## src/rtl/mem_arbiter.sv

```systemverilog
// mem_arbiter: two-requester (fetch / data) arbiter and sequencer for the
// shared 64K x 32 single-port memory. One access is in flight at a time;
// ties are broken round-robin. All memory controls come from registers so
// the memory only ever sees a clean command or the idle dummy read.
//
// state | meaning
// ------+-----------------------------------------------------------------
// IDLE  | no access in flight; requests sampled at the closing edge
// ISSUE | granted command on ram_*; memory performs it at the closing edge
// RESP  | winner's valid high, read data on *_rdata; requests sampled again
module mem_arbiter #(
    parameter int CNT_W = 16
) (
    input  logic             clk,
    input  logic             rst_n,
    input  logic             if_req,
    input  logic [15:0]      if_addr,
    output logic             if_gnt,
    output logic             if_valid,
    output logic [31:0]      if_rdata,
    input  logic             dm_req,
    input  logic             dm_we,
    input  logic [15:0]      dm_addr,
    input  logic [31:0]      dm_wdata,
    output logic             dm_gnt,
    output logic             dm_valid,
    output logic [31:0]      dm_rdata,
    output logic             ram_rw,
    output logic             ram_read_instr,
    output logic [15:0]      ram_addr,
    output logic [31:0]      ram_din,
    input  logic [31:0]      ram_dout,
    input  logic [31:0]      ram_dout_mem,
    output logic [CNT_W-1:0] if_count,
    output logic [CNT_W-1:0] dm_count
);

    typedef enum logic [1:0] {
        S_IDLE  = 2'd0,
        S_ISSUE = 2'd1,
        S_RESP  = 2'd2
    } state_t;

    state_t state;
    logic   last_dm;   // most recent grant went to the data port
    logic   cur_dm;    // owner of the access currently in flight
    logic   any_req;
    logic   pick_dm;

    // Read data is not registered here: the memory output is already a
    // registered value that is stable for the whole RESP cycle.
    assign if_rdata = ram_dout;
    assign dm_rdata = ram_dout_mem;

    // Winner selection: a lone requester wins; on a tie the port that did
    // not receive the previous grant wins.
    always_comb begin
        any_req = if_req | dm_req;
        pick_dm = dm_req & (~if_req | ~last_dm);
    end

    // Sequencer: grant, present the command for one cycle, then report
    // completion. Pulses and the memory command default back to idle every
    // cycle, so the memory sees the dummy read unless an access is issuing.
    always_ff @(posedge clk or negedge rst_n) begin
        if (!rst_n) begin
            state          <= S_IDLE;
            last_dm        <= 1'b0;
            cur_dm         <= 1'b0;
            if_gnt         <= 1'b0;
            dm_gnt         <= 1'b0;
            if_valid       <= 1'b0;
            dm_valid       <= 1'b0;
            ram_rw         <= 1'b1;
            ram_read_instr <= 1'b0;
            ram_addr       <= '0;
            ram_din        <= '0;
            if_count       <= '0;
            dm_count       <= '0;
        end else begin
            if_gnt         <= 1'b0;
            dm_gnt         <= 1'b0;
            if_valid       <= 1'b0;
            dm_valid       <= 1'b0;
            ram_rw         <= 1'b1;
            ram_read_instr <= 1'b0;
            ram_addr       <= '0;
            ram_din        <= '0;
            case (state)
                S_IDLE, S_RESP: begin
                    if (any_req) begin
                        state   <= S_ISSUE;
                        cur_dm  <= pick_dm;
                        last_dm <= pick_dm;
                        if (pick_dm) begin
                            dm_gnt   <= 1'b1;
                            dm_count <= dm_count + 1'b1;
                            ram_addr <= dm_addr;
                            ram_rw   <= ~dm_we;
                            if (dm_we) begin
                                ram_din <= dm_wdata;
                            end
                        end else begin
                            if_gnt         <= 1'b1;
                            if_count       <= if_count + 1'b1;
                            ram_addr       <= if_addr;
                            ram_read_instr <= 1'b1;
                        end
                    end else begin
                        state <= S_IDLE;
                    end
                end
                S_ISSUE: begin
                    // Requests are deliberately ignored here: this is the
                    // grant cycle, when the requester may still hold req.
                    state <= S_RESP;
                    if (cur_dm) begin
                        dm_valid <= 1'b1;
                    end else begin
                        if_valid <= 1'b1;
                    end
                end
                default: begin
                    state <= S_IDLE;
                end
            endcase
        end
    end

endmodule
```

## config.mk

```make
export PLATFORM = sky130hd
export DESIGN_NAME = mem_arbiter
export DESIGN_NICKNAME = d
export VERILOG_FILES = /design/src/rtl/mem_arbiter.sv
export SDC_FILE = /design/constraint.sdc
export NUM_CORES = 1
export LEC_CHECK = 0
export CELL_PAD_IN_SITES_DETAIL_PLACEMENT = 0
export CELL_PAD_IN_SITES_GLOBAL_PLACEMENT = 1
export CORE_ASPECT_RATIO = 1.4
export CORE_UTILIZATION = 22
export DETAILED_ROUTE_END_ITERATION = 8
export PLACE_DENSITY = 0.81
export SYNTH_ARGS = -nofsm -noshare
export SYNTH_HDL_FRONTEND = slang
export SYNTH_SLANG_ARGS = --single-unit
```

## constraint.sdc

```tcl
create_clock -name clk -period 1.8 [get_ports clk]
set_clock_uncertainty 0.1 [all_clocks]
set_input_delay 0.36 -clock clk [delete_from_list [all_inputs] [get_ports clk]]
set_output_delay 0.36 -clock clk [all_outputs]
set_load 0.01 [all_outputs]
```

==> flow_summary.ini <==
[synth]
synth.distinct_cells = 34
postSynthCellCount = 344
syn_nets = 479
ys_warn_count = 0
async_reset_ff_share_pct = 100
ys.flop_type = dfrtp_1
ys_seq_area_share_pct = 57.0
synth_commonest_cells = dfrtp_1 (87), buf_4 (65), nand2_1 (46)
syn_area_per_cell_um2 = 11.2
netlist_area_mm2 = 0.00386
synth_edf_count = 0
yosysTopAreaCellShare_pct = 56.4
synth-seq-cells = 88
synth.area.top_cells = dfrtp_1 (56%), buf_4 (13%), and3_1 (5.7%)
synth_largest_area_cell = dfrtp_1
synth.most_common_cell = dfrtp_1

[placed_design]
place_congestion = 0.731
placed_area_mm2 = 0.00540
dp_cells = 679
dp_hpwl_um = 8680
io_buffer_count = 154

[timing]
relSlewSlack_pct = 71.7
setup_viol = 0
hold_viol_final = 0
rsz0062_at_grt = true
period_share_pct = 99.5
worstMarginPinSlew_ps = 425
fmax_mhz = 559
min_period_ps = 1790
drv_slew = 0
finalSetupTns_ps = 0

[worst_setup_path]
crit_type = primary input to flip-flop
critPathArrivalTime_ps = 1950
end_kind = flip-flop
slowest_stage = or4_4
r2r_slack_ps = 70
worstPathMaxFanout = 6
crit_chain = clkdlybuf4s50_1 > and2b_1 > or4_4 > nor3_4 > xor2_1
start_kind = primary input
max_stage_delay_ps = 550
critPathRequiredTime_ps = 1960
rr_worst_depth = 4

[cts]
clk_latency_ps = 340
ctsRootBufferMaster = clkbuf_16
cts_tree = yes
htreeDepth = 3
clk_path_buf_depth = 2
path_clk_slew_ps = 70
cts_sinks = 88
cts_buffers = 9

[floorplan]
num_rows = 57
die_x_um = 114
core-area_mm2 = 0.0173
ios = 283
dieArea_mm2 = 0.0181
start_util_pct = 22.4
die_h_um = 159

[grt]
grt_max_degree = 36
overflow = 0
grt_first_pass_wirelength_um = 17200
grt.total_usage_pct = 12.9
grt_pass1_vias = 3158
antenna_found_initial = 0

[power_and_ir_drop]
pwr-share-clk_pct = 35.9
power.internal_mw = 4.28
power_switching_mw = 1.58
combPwrFrac_pct = 23.3
power.leakage_nw = 2.76
p_sw_share_pct = 27.0
seqPwrFrac_pct = 40.7
ir_drop_mv = 0.354
power.density_mw_per_mm2 = 1000

[status]
status = finished, final reports clean

[final_layout]
fin_cells = 707
design_area_mm2 = 0.00584
diodes = 0
area_growth_pct = 51.1
utilization_pct = 33.8
nets = 601
drive_gt1_share_pct = 14.2

[drt]
drc_errors = 0
met2_length_um = 6030
wl_per_cell_um = 16.1
final_antenna_net_count = 0
via_per_inst = 4.09
drt-pass1-iter-count = 4
wl_met1_um = 3820
drt_iter0_drc = 107
finalWirelength_um = 11400
wl_met3_um = 861
highest_layer = met4
num_vias = 2893

[job]
maxCapViolCount = 0

[hold_path]
min_path_type = flip-flop to flip-flop
hold_depth = 1
==> critical path: cells and delay by family <==
family	cells	cell delay, ps
and+or+nand+nor	3	940
buffers and inverters	1	460
xor gates and xnor gates	1	190
==> what timing repair did <==
action,in CTS,in global routing
gates resized for setup,12,6
pin swaps,0,4
endpoints found under the setup margin,17,15
hold buffers,1,0
hold endpoints to repair,25,0
setup buffers,7,4
==> final cells by class <==
class / instances / area [um^2]
fillers: 1751 / 11400
inverters: 3 / 11.3
well taps: 236 / 295
repair buffers: 188 / 1860
multi-input cells: 176 / 1120
clock inverters: 5 / 86.3
flip-flops and latches: 88 / 2210
clock buffers: 11 / 253
==> worst paths after layout <==
check                         start           end
max                          dm_req  if_count[15]
min                        state[1]      state[1]
max reg2reg                  cur_dm  if_count[15]
min reg2reg                state[1]      state[1]
max in group asynchronous     rst_n        ram_rw
min in group asynchronous     rst_n  ram_addr[15]
==> through the flow <==
stage               setup WS (ps)  power, mW  hold WS [ps]
floorplan                    39.9       3.04         -35.6
global placement             -279       3.74           233
detailed placement           -346       3.78           235
CTS                          1.94       5.93           340
global route                -1.92       6.16           348
finish                       9.68       5.86           325
==> cells in the final DEF, fill, tap and decap left out, drive strengths merged <==
master         count
or4                1
clkdlybuf4s50    138
a21bo              1
and3              35
ha                 2
inv                4
nand2             46
nand2b             2
buf               34
nor3               3
xnor2             18
clkbuf            11
nor2b              1
nand3             13
dlygate4sd3        1
dfstp              1
nor2               6
nand4              4
o21ai              1
a21boi             1
mux2               2
dlymetal6s2s       6
nor4               3
and2b              2
a21oi             16
clkinv             2
xor2              12
o21bai             1
dfrtp             87
and4               3
nor4b              1
and2               2
bufinv             2
dlygate4sd2        9
==> power groups by stage <==
stage	sequential (mW)	combinational, mW	clock, mW
6_report	2.39	1.37	2.11
5_1_grt	2.42	1.48	2.26
4_1_cts	2.39	1.36	2.18
3_5_place_dp	2.45	1.33	0
3_3_place_gp	2.44	1.30	0
2_1_floorplan	2.53	0.511	0
==> per-layer routing <==
| metal | GRT usage, % | vias to the layer above |
|---|---|---|
| met1 | 11.9 | 1381 |
| met2 | 22.8 | 139 |
| met3 | 4.27 | 64 |
| li1 | - | 1309 |
| met5 | 0 | - |
| met4 | 10.0 | 0 |
==> cells by family (layout without fill, tap and decap cells) <==
logic type,after synthesis,count (layout),synth area share (%)
fa+ha+maj,2,2,0.648
compound gates,20,20,2.85
buf+inv,80,207,14.4
xor+xnor,30,30,6.80
flops,88,88,57.0
mux,2,2,0.583
simple gates,122,122,17.7
==> sequential cells by signal, indices dropped and copies added, names as in the netlist <==
| signal | flops |
|---|---|
| ram_read_instr | 1 |
| if_valid | 1 |
| ram_din | 32 |
| cur_dm | 1 |
| if_count | 16 |
| state | 2 |
| ram_rw | 1 |
| ram_addr | 16 |
| dm_count | 16 |
| dm_valid | 1 |
| dm_gnt | 1 |
Power figures use the tool's default switching activity.
